## src/rtl/api_chip_resp.sv

```systemverilog
// api_chip_resp: chip-side responder for the load/sck/mosi/miso link.
// Deserialises work frames and returns header + queued nonces on miso.
// The optional last-word XOR integrity check is enabled by defining API_RESP_XOR_EN.
module api_chip_resp #(
  parameter int WORK_LEN    = 23,
  parameter int NONCE_DEPTH = 8,
  parameter int SYNC_STAGES = 2
) (
  input  logic        clk,
  input  logic        rst,
  input  logic        load,
  input  logic        sck,
  input  logic        mosi,
  output logic        miso,
  output logic        work_valid,
  output logic [31:0] work_data,
  output logic        work_last,
  output logic        frame_ok,
  output logic        frame_err,
  input  logic        nonce_push,
  input  logic [31:0] nonce_din,
  output logic        nonce_full,
  output logic        nonce_drop
);
  localparam int AW  = $clog2(NONCE_DEPTH);
  localparam int CW  = $clog2(NONCE_DEPTH + 1);
  localparam int WCW = $clog2(WORK_LEN + 1);
  localparam logic [7:0]     N_MAX  = 8'(WORK_LEN - 1);
  localparam logic [WCW-1:0] W_LAST = WCW'(WORK_LEN - 1);
  localparam logic [WCW-1:0] W_ALL  = WCW'(WORK_LEN);
  localparam logic [CW-1:0]  C_FULL = CW'(NONCE_DEPTH);

  typedef enum logic {IDLE, SHIFT} state_t;
  state_t state_q, state_d;

  // Synchronisers are not reset, so a load that is already high when reset
  // releases never looks like a rising edge; the frame is ignored until load
  // goes low and rises again.
  logic [SYNC_STAGES-1:0] load_sync_q, sck_sync_q, mosi_sync_q;
  logic load_prev_q, sck_prev_q;
  always_ff @(posedge clk) begin
    load_sync_q <= {load_sync_q[SYNC_STAGES-2:0], load};
    sck_sync_q  <= {sck_sync_q[SYNC_STAGES-2:0], sck};
    mosi_sync_q <= {mosi_sync_q[SYNC_STAGES-2:0], mosi};
    load_prev_q <= load_sync_q[SYNC_STAGES-1];
    sck_prev_q  <= sck_sync_q[SYNC_STAGES-1];
  end

  logic load_s, sck_s, mosi_s;
  logic load_rise, load_fall, sck_rise, sck_fall;
  assign load_s    = load_sync_q[SYNC_STAGES-1];
  assign sck_s     = sck_sync_q[SYNC_STAGES-1];
  assign mosi_s    = mosi_sync_q[SYNC_STAGES-1];
  assign load_rise = load_s & ~load_prev_q;
  assign load_fall = ~load_s & load_prev_q;
  assign sck_rise  = sck_s & ~sck_prev_q;
  assign sck_fall  = ~sck_s & sck_prev_q;

  logic [31:0]    tx_sr_q, next_word_q;
  logic [30:0]    rx_sr_q;
  logic [31:0]    rx_next;
  logic [4:0]     bit_cnt_q;
  logic [WCW-1:0] word_cnt_q;
  logic [7:0]     n_q, n_snap, cnt8;
  logic           overrun_q, reload_q;
  logic           work_valid_q, work_last_q, frame_ok_q, frame_err_q;
  logic [31:0]    work_data_q;
  logic           start, word_done, frame_end, frame_good, xor_ok, pop;

  logic [31:0]    mem_q [NONCE_DEPTH];
  logic [AW-1:0]  rd_ptr_q, wr_ptr_q;
  logic [CW-1:0]  count_q, count_d;
  logic           full_q, drop_q, push_ok;

  assign rx_next = {rx_sr_q, mosi_s};
  assign cnt8    = 8'(count_q);
  assign n_snap  = (cnt8 > N_MAX) ? N_MAX : cnt8;
  assign pop     = word_done && ((8'(word_cnt_q) + 8'd1) <= n_q);

  always_ff @(posedge clk) begin
    if (rst) state_q <= IDLE;
    else     state_q <= state_d;
  end

  always_comb begin
    state_d = state_q;
    case (state_q)
      IDLE:    if (load_rise) state_d = SHIFT;
      SHIFT:   if (load_fall) state_d = IDLE;
      default: state_d = IDLE;
    endcase
  end

  always_comb begin
    start      = 1'b0;
    word_done  = 1'b0;
    frame_end  = 1'b0;
    frame_good = 1'b0;
    case (state_q)
      IDLE:  start = load_rise;
      SHIFT: begin
        word_done  = sck_rise && (bit_cnt_q == 5'd31);
        frame_end  = load_fall;
        frame_good = (word_cnt_q == W_ALL) && (bit_cnt_q == 5'd0) && !overrun_q && xor_ok;
      end
      default: ;
    endcase
  end

  always_ff @(posedge clk) begin
    if (rst) begin
      tx_sr_q      <= '0;
      rx_sr_q      <= '0;
      next_word_q  <= '0;
      bit_cnt_q    <= '0;
      word_cnt_q   <= '0;
      n_q          <= '0;
      overrun_q    <= 1'b0;
      reload_q     <= 1'b0;
      work_valid_q <= 1'b0;
      work_data_q  <= '0;
      work_last_q  <= 1'b0;
      frame_ok_q   <= 1'b0;
      frame_err_q  <= 1'b0;
    end else begin
      work_valid_q <= 1'b0;
      work_last_q  <= 1'b0;
      frame_ok_q   <= frame_end && frame_good;
      frame_err_q  <= frame_end && !frame_good;
      if (start) begin
        tx_sr_q    <= {8'h5A, n_snap, 16'h0000};
        n_q        <= n_snap;
        bit_cnt_q  <= '0;
        word_cnt_q <= '0;
        overrun_q  <= 1'b0;
        reload_q   <= 1'b0;
      end
      if (state_q == SHIFT) begin
        if (sck_rise) begin
          rx_sr_q   <= rx_next[30:0];
          bit_cnt_q <= bit_cnt_q + 5'd1;
        end
        if (word_done) begin
          if (word_cnt_q < W_ALL) begin
            work_valid_q <= 1'b1;
            work_data_q  <= rx_next;
            work_last_q  <= (word_cnt_q == W_LAST);
            word_cnt_q   <= word_cnt_q + WCW'(1);
          end else begin
            overrun_q <= 1'b1;
          end
          next_word_q <= pop ? mem_q[rd_ptr_q] : 32'hFFFF_FFFF;
          reload_q    <= 1'b1;
        end
        // The reply word is swapped in on the fall after a boundary so miso
        // is stable well before the controller's next sampling rise.
        if (sck_fall) begin
          if (reload_q) begin
            tx_sr_q  <= next_word_q;
            reload_q <= 1'b0;
          end else begin
            tx_sr_q <= {tx_sr_q[30:0], 1'b0};
          end
        end
        if (frame_end) tx_sr_q <= '0;
      end
    end
  end

`ifdef API_RESP_XOR_EN
  logic [31:0] xor_acc_q;
  logic        xor_bad_q;
  always_ff @(posedge clk) begin
    if (rst || start) begin
      xor_acc_q <= '0;
      xor_bad_q <= 1'b0;
    end else if (word_done && (word_cnt_q < W_ALL)) begin
      if (word_cnt_q == W_LAST) xor_bad_q <= (rx_next != xor_acc_q);
      else                      xor_acc_q <= xor_acc_q ^ rx_next;
    end
  end
  assign xor_ok = !xor_bad_q;
`else
  assign xor_ok = 1'b1;
`endif

  // A push into a full FIFO is only accepted when a pop frees a slot that cycle.
  assign push_ok = nonce_push && (!full_q || pop);

  always_comb begin
    count_d = count_q;
    case ({push_ok, pop})
      2'b10:   count_d = count_q + CW'(1);
      2'b01:   count_d = count_q - CW'(1);
      default: count_d = count_q;
    endcase
  end

  always_ff @(posedge clk) begin
    if (push_ok) mem_q[wr_ptr_q] <= nonce_din;
  end

  always_ff @(posedge clk) begin
    if (rst) begin
      rd_ptr_q <= '0;
      wr_ptr_q <= '0;
      count_q  <= '0;
      full_q   <= 1'b0;
      drop_q   <= 1'b0;
    end else begin
      if (push_ok) wr_ptr_q <= wr_ptr_q + AW'(1);
      if (pop)     rd_ptr_q <= rd_ptr_q + AW'(1);
      count_q <= count_d;
      full_q  <= (count_d == C_FULL);
      drop_q  <= nonce_push && !push_ok;
    end
  end

  assign miso       = tx_sr_q[31];
  assign work_valid = work_valid_q;
  assign work_data  = work_data_q;
  assign work_last  = work_last_q;
  assign frame_ok   = frame_ok_q;
  assign frame_err  = frame_err_q;
  assign nonce_full = full_q;
  assign nonce_drop = drop_q;
endmodule
```

## config.mk

```make
export PLATFORM = sky130hd
export DESIGN_NAME = api_chip_resp
export DESIGN_NICKNAME = d
export VERILOG_FILES = /design/src/rtl/api_chip_resp.sv
export SDC_FILE = /design/constraint.sdc
export NUM_CORES = 1
export LEC_CHECK = 0
export BUFFER_PORTS_ARGS = -buffer_cell sky130_fd_sc_hd__buf_2
export CORE_MARGIN = 2
export CORE_UTILIZATION = 55
export CTS_BUF_LIST = sky130_fd_sc_hd__clkbuf_16
export CTS_CLUSTER_SIZE = 30
export DETAILED_ROUTE_END_ITERATION = 6
export PLACE_DENSITY = 0.73
export SETUP_SLACK_MARGIN = 0.4
export SLEW_MARGIN = 5
export SYNTH_ARGS = -nofsm -noshare
export SYNTH_HDL_FRONTEND = slang
export SYNTH_SLANG_ARGS = --single-unit
```

## constraint.sdc

```tcl
create_clock -name clk -period 5.25 [get_ports clk]
set_input_delay 0.7875 -clock clk [delete_from_list [all_inputs] [get_ports clk]]
set_output_delay 0.7875 -clock clk [all_outputs]
set_load 0.005 [all_outputs]
```

==> flow_summary_export.csv, run 1 <==
group,metric,value,unit
routing,antenna_left,0,
routing,wl_met1,13.5,mm
final_layout,fillCellCount,2062,
floorplan,die_width,175,um
power,finalPower,6690,uW
logic_synthesis,synth_area_per_cell,14.5,um^2
routing,drt_iter0_markers,698,
final_layout,multi_input_area,0.00474,mm^2
routing,wl_met2,15.1,mm
cts,clk_path_buf_depth,3,
place,io_buffers,76,
grt,grt_pass1_wl,48.5,mm
routing,top_layer_used,"met4",
place,place_congestion,0.755,
logic_synthesis,syn-instance-count,1116,
logic_synthesis,ys_warn_count,0,
timing,setup_viol,0,
grt,grt_usage,0.199,
logic_synthesis,synth-xor-area-share,0.00488,
power,clockPowerShare,0.428,
final_layout,layout.nets,1240,
timing,setup_tns,0,ns
timing,slew_headroom,0.276,
setup_path,r2r_setup_slack,1.39,ns
setup_path,worst_ep_required_time,5.67,ns
setup_path,worst_ep_arrival_time,4.28,ns
setup_path,startpoint_type,"flip-flop",
worst_hold_path,min_from,"sck_sync_q[0]",
timing,fin_ws,1.39,ns
floorplan,rows,62,
cts,cts_hold_buf,0,
grt,overflow,0,
final_layout,register_area,0.0111,mm^2
cts,cts-root-buf,"clkbuf_16",
logic_synthesis,synth_most_common_cell,"edfxtp_1",
cts,htree_levels,2,
power,power_frac_seq,0.543,
floorplan,initial_utilization,0.562,
routing,drc_errors,0,
logic_synthesis,synth_cell_type_count,51,
power,p_comb_frac,0.029,
setup_path,worstSetupEndpointType,"flip-flop",
timing,clock_skew,0.0244,ns
logic_synthesis,synth_fa_ha_area_frac,0.0108,
logic_synthesis,synthMuxAreaShare,0.135,
grt,grt_pass1_vias,8946,
cts,cts_setup_buffers,0,
power,ir_drop,0.000387,V
cts,clk_latency,0.55,ns
logic_synthesis,netlist_area,0.0162,mm^2
routing,first_pass_iters,5,
timing,fmax,259,MHz
power,powerDensity,366,mW/mm^2
power,p_sw_frac,0.205,
logic_synthesis,synth_area_leaders,"edfxtp_1, dfxtp_1, mux4_2",
routing,wire_per_inst,19.0,um
place,preCtsSetupSlack,1.44,ns
floorplan,dieArea,0.0308,mm^2
timing,min_period,3.86,ns
power,p_switching,1370,uW
logic_synthesis,ys_top_cells_by_count,"edfxtp_1, dfxtp_1, nand2_1, nor2_1, a21oi_1",
routing,via_count,9013,
timing,worst_pin_slew,1.09,ns
worst_hold_path,min_path_cells,0,
logic_synthesis,synth_top_area_cell,"edfxtp_1",
logic_synthesis,syn_nets,1168,
timing,finalMaxSlewViolations,0,
cts,numCtsBuffers,42,
floorplan,fp.dieH,175,um
final_layout,syn_to_final_growth,13.2,%
place,place_hpwl,18.8,mm
flow_run,drv_cap,0,
routing,totalWireLength,30.4,mm
cts,tritoncts,"built",
worst_hold_path,hold_path_class,"flip-flop to flip-flop",
setup_path,ff2ff_path_depth,16,
final_layout,drive_gt1_frac,0.223,
worst_hold_path,holdPathEnd,"sck_sync_q[1]",
power,p_int,5320,uW
grt,grt_start_max_net_pins,72,
logic_synthesis,synth_compound_area_frac,0.0649,
timing,hold_viol,0,
logic_synthesis,synth_top_cell_area_share,0.476,
setup_path,r2r-start,"word_cnt_q[0]",
place,place_inst,1528,
power,p_leak,0.00611,uW
floorplan,core_region_area,0.0288,mm^2
final_layout,n_antenna_cell,0,
cts,clkTransAtPathRegs,0.06,ns
logic_synthesis,ys.flop_type,"edfxtp_1",
logic_synthesis,ys_async_sr_fraction,0,
timing,rsz0062_at_grt,"false",
timing,fin_crit_sh,0.735,
routing,via_per_inst,5.63,
cts,cts_sinks,427,
setup_path,r2r-end,"nonce_full",
timing,whs,0.335,ns
logic_synthesis,ys_ff_latch,427,
floorplan,io-pin-count,77,
logic_synthesis,synth-simple-area-share,0.0743,
setup_path,worstPathMaxFanout,15,
grt,grt_antenna_before_repair,0,
logic_synthesis,yosysSeqAreaShare,0.688,
setup_path,path_class,"flip-flop to flip-flop",
cts,cts_resized,0,
logic_synthesis,synth_edf_count,256,
routing,routed-wl-met3,1.46,mm
outcome,status,"complete, no violations",
logic_synthesis,synth_top_family_by_area,"multiplexers",
final_layout,fin_cells,1602,
-- sequential cells by signal, indices dropped and copies added, names as in the netlist, 2 cells and up, named ones only --
name,cells
bit_cnt_q,5
count_q,4
load_sync_q,2
mem_q,256
mosi_sync_q,2
n_q,4
next_word_q,32
rd_ptr_q,3
rx_sr_q,31
sck_sync_q,2
tx_sr_q,32
word_cnt_q,5
work_data,32
wr_ptr_q,3
-- critical path, cell delays in order, from the launching register on --
cell	delay, ns
dfxtp_1	0.43
and3_1	0.24
xor2_1	0.21
ha_1	0.30
a21oi_1	0.15
nand3_1	0.13
a211oi_4	0.66
o21a_1	0.25
inv_1	0.08
ha_1	0.28
xor2_1	0.17
ha_1	0.19
a21oi_1	0.14
xor2_1	0.15
nor2_1	0.06
xnor2_1	0.13
and3_1	0.15
-- layer usage --
layer,track usage,vias to the layer above
met4,0.0455,0
met3,0.0312,38
li1,-,4295
met1,0.277,4474
met5,0,-
met2,0.336,206
-- cells by family after synthesis --
kind of cell    Yosys count
flops                   427
simple gates            283
compound gates          164
mux                     134
buf+inv                  85
fa+ha+maj                14
xor+xnor                  9
-- cell usage in the layout, fill, tap and decap left out, drive strengths merged, types with 3 or more instances in the layout --
cell and n:
ha 14, mux2i 36, a21oi 81, a211oi 33, edfxtp 256, buf 102
o21ai 5, and2 3, inv 22, nor2 93, a221oi 4, mux4 64
dfxtp 171, nand2b 5, bufinv 3, nand3 8, nand3b 4, nor3 6
nor4b 4, clkinv 16, mux2 34, a22oi 26, and3 3, a222oi 4
xor2 7, nor2b 6, clkbuf 43, nand2 144
-- cell type report --
class	count	share of cell area
inverter	11	0.00226
multi-input combinational	604	0.259
timing repair buffer	102	0.0316
clock buffer	43	0.0588
clock inverter	31	0.0143
tap	384	0.0263
sequential	427	0.608
-- through the flow --
stage / cell area, um^2 / utilization
2_1_floorplan: 16200 / -
4_1_cts: 18300 / 0.636
5_1_grt: 18300 / 0.636
3_5_place_dp: 17000 / 0.589
6_report: 18300 / 0.636
3_3_place_gp: 17000 / 0.589
-- power by group through the flow --
stage                     logic (uW)  registers, uW  clock network (uW)
after floorplan                  109           3700                   0
after global placement           187           3700                   0
after detailed placement         192           3710                   0
after CTS                        193           3630                2930
after global routing             209           3640                3060
final                            191           3630                2860
-- worst max path at each step --
stage | from | to | slack, ns | cells past startpoint
after floorplan | word_cnt_q[0] | mem_q[6][0] | 0.80 | 8
after global placement | word_cnt_q[0] | nonce_full | 1.53 | 16
after detailed placement | word_cnt_q[0] | nonce_full | 1.44 | 16
after CTS | word_cnt_q[0] | nonce_full | 1.39 | 16
after global routing | word_cnt_q[0] | nonce_full | 1.03 | 16
final | word_cnt_q[0] | nonce_full | 1.39 | 16
Note: power is estimated with default switching activity, not from simulation.
==> run 2, diff against run 1 <==
==> constraint.sdc (replaced) <==
create_clock -name clk -period 4 [get_ports clk]
set_input_delay 0.6 -clock clk [delete_from_list [all_inputs] [get_ports clk]]
set_output_delay 0.6 -clock clk [all_outputs]
set_load 0.005 [all_outputs]
==> flow_summary_export.csv, run 2 (synthesized netlist as in run 1, its figures left out) <==
group,metric,value,unit
routing,totalWireLength,30.4,mm
setup_path,crit_top_cell,"buf_4",
floorplan,io-pin-count,77,
cts,tritoncts,"built",
setup_path,ff2ff_path_depth,10,
final_layout,layout_common_cells,"edfxtp_1, dfxtp_1, nand2_1",
timing,fin_crit_sh,0.840,
final_layout,drive_gt1_frac,0.231,
grt,grt_antenna_before_repair,1,
worst_hold_path,min_path_cells,1,
worst_hold_path,min_from,"load",
timing,hold_viol,0,
setup_path,worstSetupEndpointType,"flip-flop",
timing,clock_skew,0.0277,ns
floorplan,rows,62,
floorplan,fp.dieH,175,um
routing,drt_iter0_markers,724,
setup_path,r2r_setup_slack,0.64,ns
routing,drc_errors,0,
cts,clk_path_buf_depth,3,
routing,first_pass_iters,6,
final_layout,layout_commonest_cell,"edfxtp_1",
final_layout,utilization,0.642,
timing,finalMaxSlewViolations,0,
timing,setup_viol,0,
outcome,status,"complete, no violations",
routing,wire_per_inst,18.9,um
final_layout,layout.nets,1242,
place,place_congestion,0.758,
grt,grt_pass1_wl,49.5,mm
flow_run,drv_cap,0,
setup_path,startpoint_type,"flip-flop",
floorplan,core_region_area,0.0288,mm^2
grt,grt_start_max_net_pins,56,
worst_hold_path,holdPathEnd,"load_sync_q[0]",
cts,cts_sinks,427,
timing,rsz0062_at_grt,"false",
setup_path,worstPathMaxFanout,32,
final_layout,largest_register_ffs,256,
setup_path,cp_cell_sequence,"and3_4, xor2_2, ha_1, a21oi_1, nand3_1, a211oi_4, buf_4, o21bai_1, nor4b_4, buf_4",
setup_path,worst_ep_required_time,4.16,ns
cts,cts-root-buf,"clkbuf_16",
timing,worst_pin_slew,1.10,ns
power,p_leak,0.00618,uW
grt,grt_pass1_vias,9133,
setup_path,worst_ep_arrival_time,3.52,ns
grt,overflow,0,
floorplan,initial_utilization,0.562,
cts,htree_levels,2,
timing,min_period,3.36,ns
worst_hold_path,hold_path_class,"primary input to flip-flop",
power,powerDensity,491,mW/mm^2
power,ir_drop,0.000457,V
cts,clkTransAtPathRegs,0.06,ns
setup_path,slowest_delay,0.52,ns
timing,slew_headroom,0.267,
timing,fmax,298,MHz
floorplan,die_width,175,um
setup_path,r2r-end,"mem_q[0][14]",
cts,numCtsBuffers,43,
routing,via_per_inst,5.65,
routing,via_count,9091,
place,place_hpwl,17.5,mm
final_layout,largest_register,"mem_q",
floorplan,dieArea,0.0308,mm^2
setup_path,path_class,"flip-flop to flip-flop",
place,io_buffers,76,
setup_path,r2r-start,"word_cnt_q[1]",
final_layout,syn_to_final_growth,14.4,%
routing,antenna_left,0,
grt,grt_usage,0.203,
cts,clk_latency,0.54,ns
setup_path,slowest_stage,"buf_4",
timing,whs,0.183,ns
==> run 2: metal layers <==
| layer | global-route usage | up-vias | part of all wire |
|---|---|---|---|
| li1 | - | 4317 | - |
| met1 | 0.273 | 4500 | 0.44 |
| met2 | 0.343 | 230 | 0.49 |
| met3 | 0.0359 | 44 | 0.052 |
| met4 | 0.0554 | 0 | 0.018 |
| met5 | 0 | - | 0 |
==> run 2: stage by stage <==
| stage | TNS, ns | total power [uW] | worst slack, ns | instances | area (um^2) |
|---|---|---|---|---|---|
| after detailed placement | 0 | 5110 | 0.595 | 1527 | 17000 |
| after CTS | 0 | 9170 | 0.561 | 1607 | 18400 |
| final | 0 | 9090 | 0.640 | 1610 | 18500 |
| after floorplan | -30.23 | 4990 | -0.451 | 1116 | 16200 |
| after global routing | 0 | 9380 | 0.409 | 1610 | 18500 |
| after global placement | 0 | 5100 | 0.654 | 1527 | 17000 |
==> run 2: critical path, delay by kind of cell (launching register included) <==
kind | cells | cell delay [ns]
buffers and inverters | 2 | 0.74
AO/OA/AOI/OAI | 3 | 0.69
AND/OR/NAND/NOR | 3 | 0.67
flip-flops | 1 | 0.40
adder cells (fa/ha/maj) | 1 | 0.29
XOR/XNOR | 1 | 0.17
==> run 2: what timing repair did <==
item | in CTS | in global routing
buffers inserted | 0 | 2
hold buffers | 0 | 0
setup endpoints to repair | 0 | 2
hold endpoints to repair | 0 | 0
resized for setup | 0 | 6
==> run 2: worst max path at each step <==
| stage | from | to | slack (ns) | cells past startpoint |
|---|---|---|---|---|
| 3_5_place_dp | word_cnt_q[0] | mem_q[0][9] | 0.59 | 10 |
| 3_3_place_gp | word_cnt_q[0] | mem_q[0][8] | 0.65 | 10 |
| 4_1_cts | word_cnt_q[0] | nonce_full | 0.56 | 13 |
| 5_1_grt | word_cnt_q[1] | nonce_full | 0.41 | 16 |
| 2_1_floorplan | word_cnt_q[0] | mem_q[6][0] | -0.45 | 8 |
| 6_report | word_cnt_q[1] | mem_q[0][14] | 0.64 | 10 |
==> run 2: area by class of cell <==
type	count	area, um^2
tap	384	480
timing repair buffer	103	611
multi-input combinational	604	4780
fill	2080	10300
antenna	1	2.50
clock inverter	36	355
clock buffer	44	1100
inverter	11	41.3
sequential	427	11100
==> run 2: where the power goes <==
group / internal, uW / switching (uW)
clock: 2450 / 1620
sequential: 4740 / 33.3
combinational: 79.8 / 165
==> run 3, diff against run 2 <==
==> constraint.sdc (replaced) <==
create_clock -name clk -period 3.5 [get_ports clk]
set_input_delay 0.525 -clock clk [delete_from_list [all_inputs] [get_ports clk]]
set_output_delay 0.525 -clock clk [all_outputs]
set_load 0.005 [all_outputs]
==> flow_summary_export.csv, run 3 (synthesized netlist as in run 1, its figures left out) <==
group,metric,value,unit
setup_path,crit_top_cell,"a21oi_1",
grt,top_usage_layer,"met2",
grt,grt_util_met1,0.284,
routing,via_count,9080,
place,place_area,0.0171,mm^2
cts,numCtsBuffers,42,
setup_path,r2r-start,"word_cnt_q[1]",
cts,clkTransAtPathRegs,0.06,ns
grt,grt.met2_usage,0.334,
routing,first_pass_iters,5,
timing,setup_tns,0,ns
worst_hold_path,min_from,"mosi",
place,place_inst,1528,
timing,clock_skew,0.0189,ns
floorplan,die_width,175,um
power,ir_drop,0.000396,V
routing,drc_errors,0,
timing,worst_pin_slew,1.06,ns
final_layout,fin_cells,1607,
grt,grt_usage,0.202,
routing,antenna_left,0,
grt,grt_start_max_net_pins,83,
final_layout,largest_register,"mem_q",
power,powerDensity,527,mW/mm^2
floorplan,dieArea,0.0308,mm^2
timing,slew_headroom,0.291,
timing,whs,0.101,ns
setup_path,slowest_stage,"dfxtp_4",
grt,overflow,0,
setup_path,slowest_delay,0.39,ns
place,place_congestion,0.752,
cts,clk_latency,0.54,ns
final_layout,utilization,0.644,
final_layout,largest_register_ffs,256,
cts,cts_hold_buf,0,
setup_path,path_class,"flip-flop to flip-flop",
floorplan,fp.dieH,175,um
setup_path,worstPathMaxFanout,5,
floorplan,core_region_area,0.0288,mm^2
grt,grt_antenna_before_repair,3,
final_layout,layout_commonest_cell,"edfxtp_1",
timing,hold_viol,0,
timing,fin_crit_sh,0.868,
setup_path,worst_ep_arrival_time,3.46,ns
setup_path,cp_cell_sequence,"and3_4, xor2_4, ha_4, a21oi_2, nand3_2, a211oi_4, buf_4, buf_8, ha_1, xor2_1, a21oi_1, a21oi_1, mux2_2, and3_1",
routing,drt_iter0_markers,723,
power,p_leak,0.00614,uW
place,io_buffers,76,
worst_hold_path,min_path_cells,1,
flow_run,drv_cap,0,
routing,totalWireLength,30.2,mm
setup_path,worstSetupEndpointType,"flip-flop",
setup_path,startpoint_type,"flip-flop",
timing,min_period,3.04,ns
timing,finalMaxSlewViolations,0,
grt,grt_pass1_vias,8964,
grt,met3_usage,0.0277,
setup_path,path_delay_family,"compound AO/OA/AOI/OAI gates",
setup_path,r2r-end,"nonce_full",
worst_hold_path,holdPathEnd,"mosi_sync_q[0]",
outcome,status,"complete, no violations",
grt,grt_pass1_wl,48.8,mm
setup_path,ff2ff_path_depth,14,
place,place_hpwl,17.6,mm
timing,fmax,329,MHz
floorplan,rows,62,
routing,via_per_inst,5.65,
cts,tritoncts,"built",
final_layout,layout_common_cells,"edfxtp_1, dfxtp_1, nand2_1",
floorplan,io-pin-count,77,
final_layout,stdcell_area,0.0185,mm^2
cts,clk_path_buf_depth,3,
cts,htree_levels,2,
final_layout,drive_gt1_frac,0.238,
setup_path,critPathBufInv,2,
setup_path,worst_ep_required_time,3.93,ns
timing,setup_viol,0,
timing,rsz0062_at_grt,"true",
final_layout,register_area,0.0111,mm^2
final_layout,fillCellCount,2022,
floorplan,initial_utilization,0.562,
cts,cts_sinks,427,
cts,cts-root-buf,"clkbuf_16",
setup_path,r2r_setup_slack,0.46,ns
final_layout,layout.nets,1247,
routing,wire_per_inst,18.8,um
final_layout,multi_input_area,0.00489,mm^2
worst_hold_path,hold_path_class,"primary input to flip-flop",
final_layout,syn_to_final_growth,14.7,%
run 3: per-stage QoR:
step	total power, uW	setup slack [ns]
after floorplan	5710	0.0501
final	9770	0.462
after CTS	9860	0.375
after detailed placement	5850	0.226
after global routing	10100	0.278
after global placement	5840	0.342
run 3: repair_timing:
| item | in CTS | in global routing |
|---|---|---|
| setup endpoints to repair | 2 | 96 |
| buffers inserted | 7 | 0 |
| pin swaps | 12 | 12 |
| gates resized for setup | 16 | 5 |
run 3: layout make-up:
| type | instances | share of cell area |
|---|---|---|
| Antenna cell | 2 | 0.000270 |
| Sequential cell | 427 | 0.600 |
| Clock buffer | 44 | 0.0594 |
| Timing Repair Buffer | 109 | 0.0412 |
| Clock inverter | 26 | 0.00695 |
| Tap cell | 384 | 0.0259 |
| Multi-Input combinational cell | 604 | 0.264 |
| Inverter | 11 | 0.00223 |
run 3: worst max path at each step:
stage                       start     endpoint  slack (ns)  depth (start not counted)
finish              word_cnt_q[1]   nonce_full        0.46                         14
global route        word_cnt_q[1]   nonce_full        0.28                         16
global placement    word_cnt_q[0]   nonce_full        0.34                         13
detailed placement  word_cnt_q[0]   nonce_full        0.23                         16
CTS                 word_cnt_q[1]   nonce_full        0.37                         16
floorplan           word_cnt_q[2]  mem_q[4][0]        0.05                          8
run 3: layer usage:
metal / routed length [um] / part of all wire
met1: 13400 / 0.44
met2: 14800 / 0.49
met3: 1310 / 0.043
met4: 633 / 0.021
met5: 13 / 0.00043
run 3: where the power goes:
group	switching (uW)	total, uW	leakage [uW]	internal (uW)
registers	39.1	5450	0.00371	5410
clock network	1770	4030	0.000643	2260
logic	192	293	0.00179	100
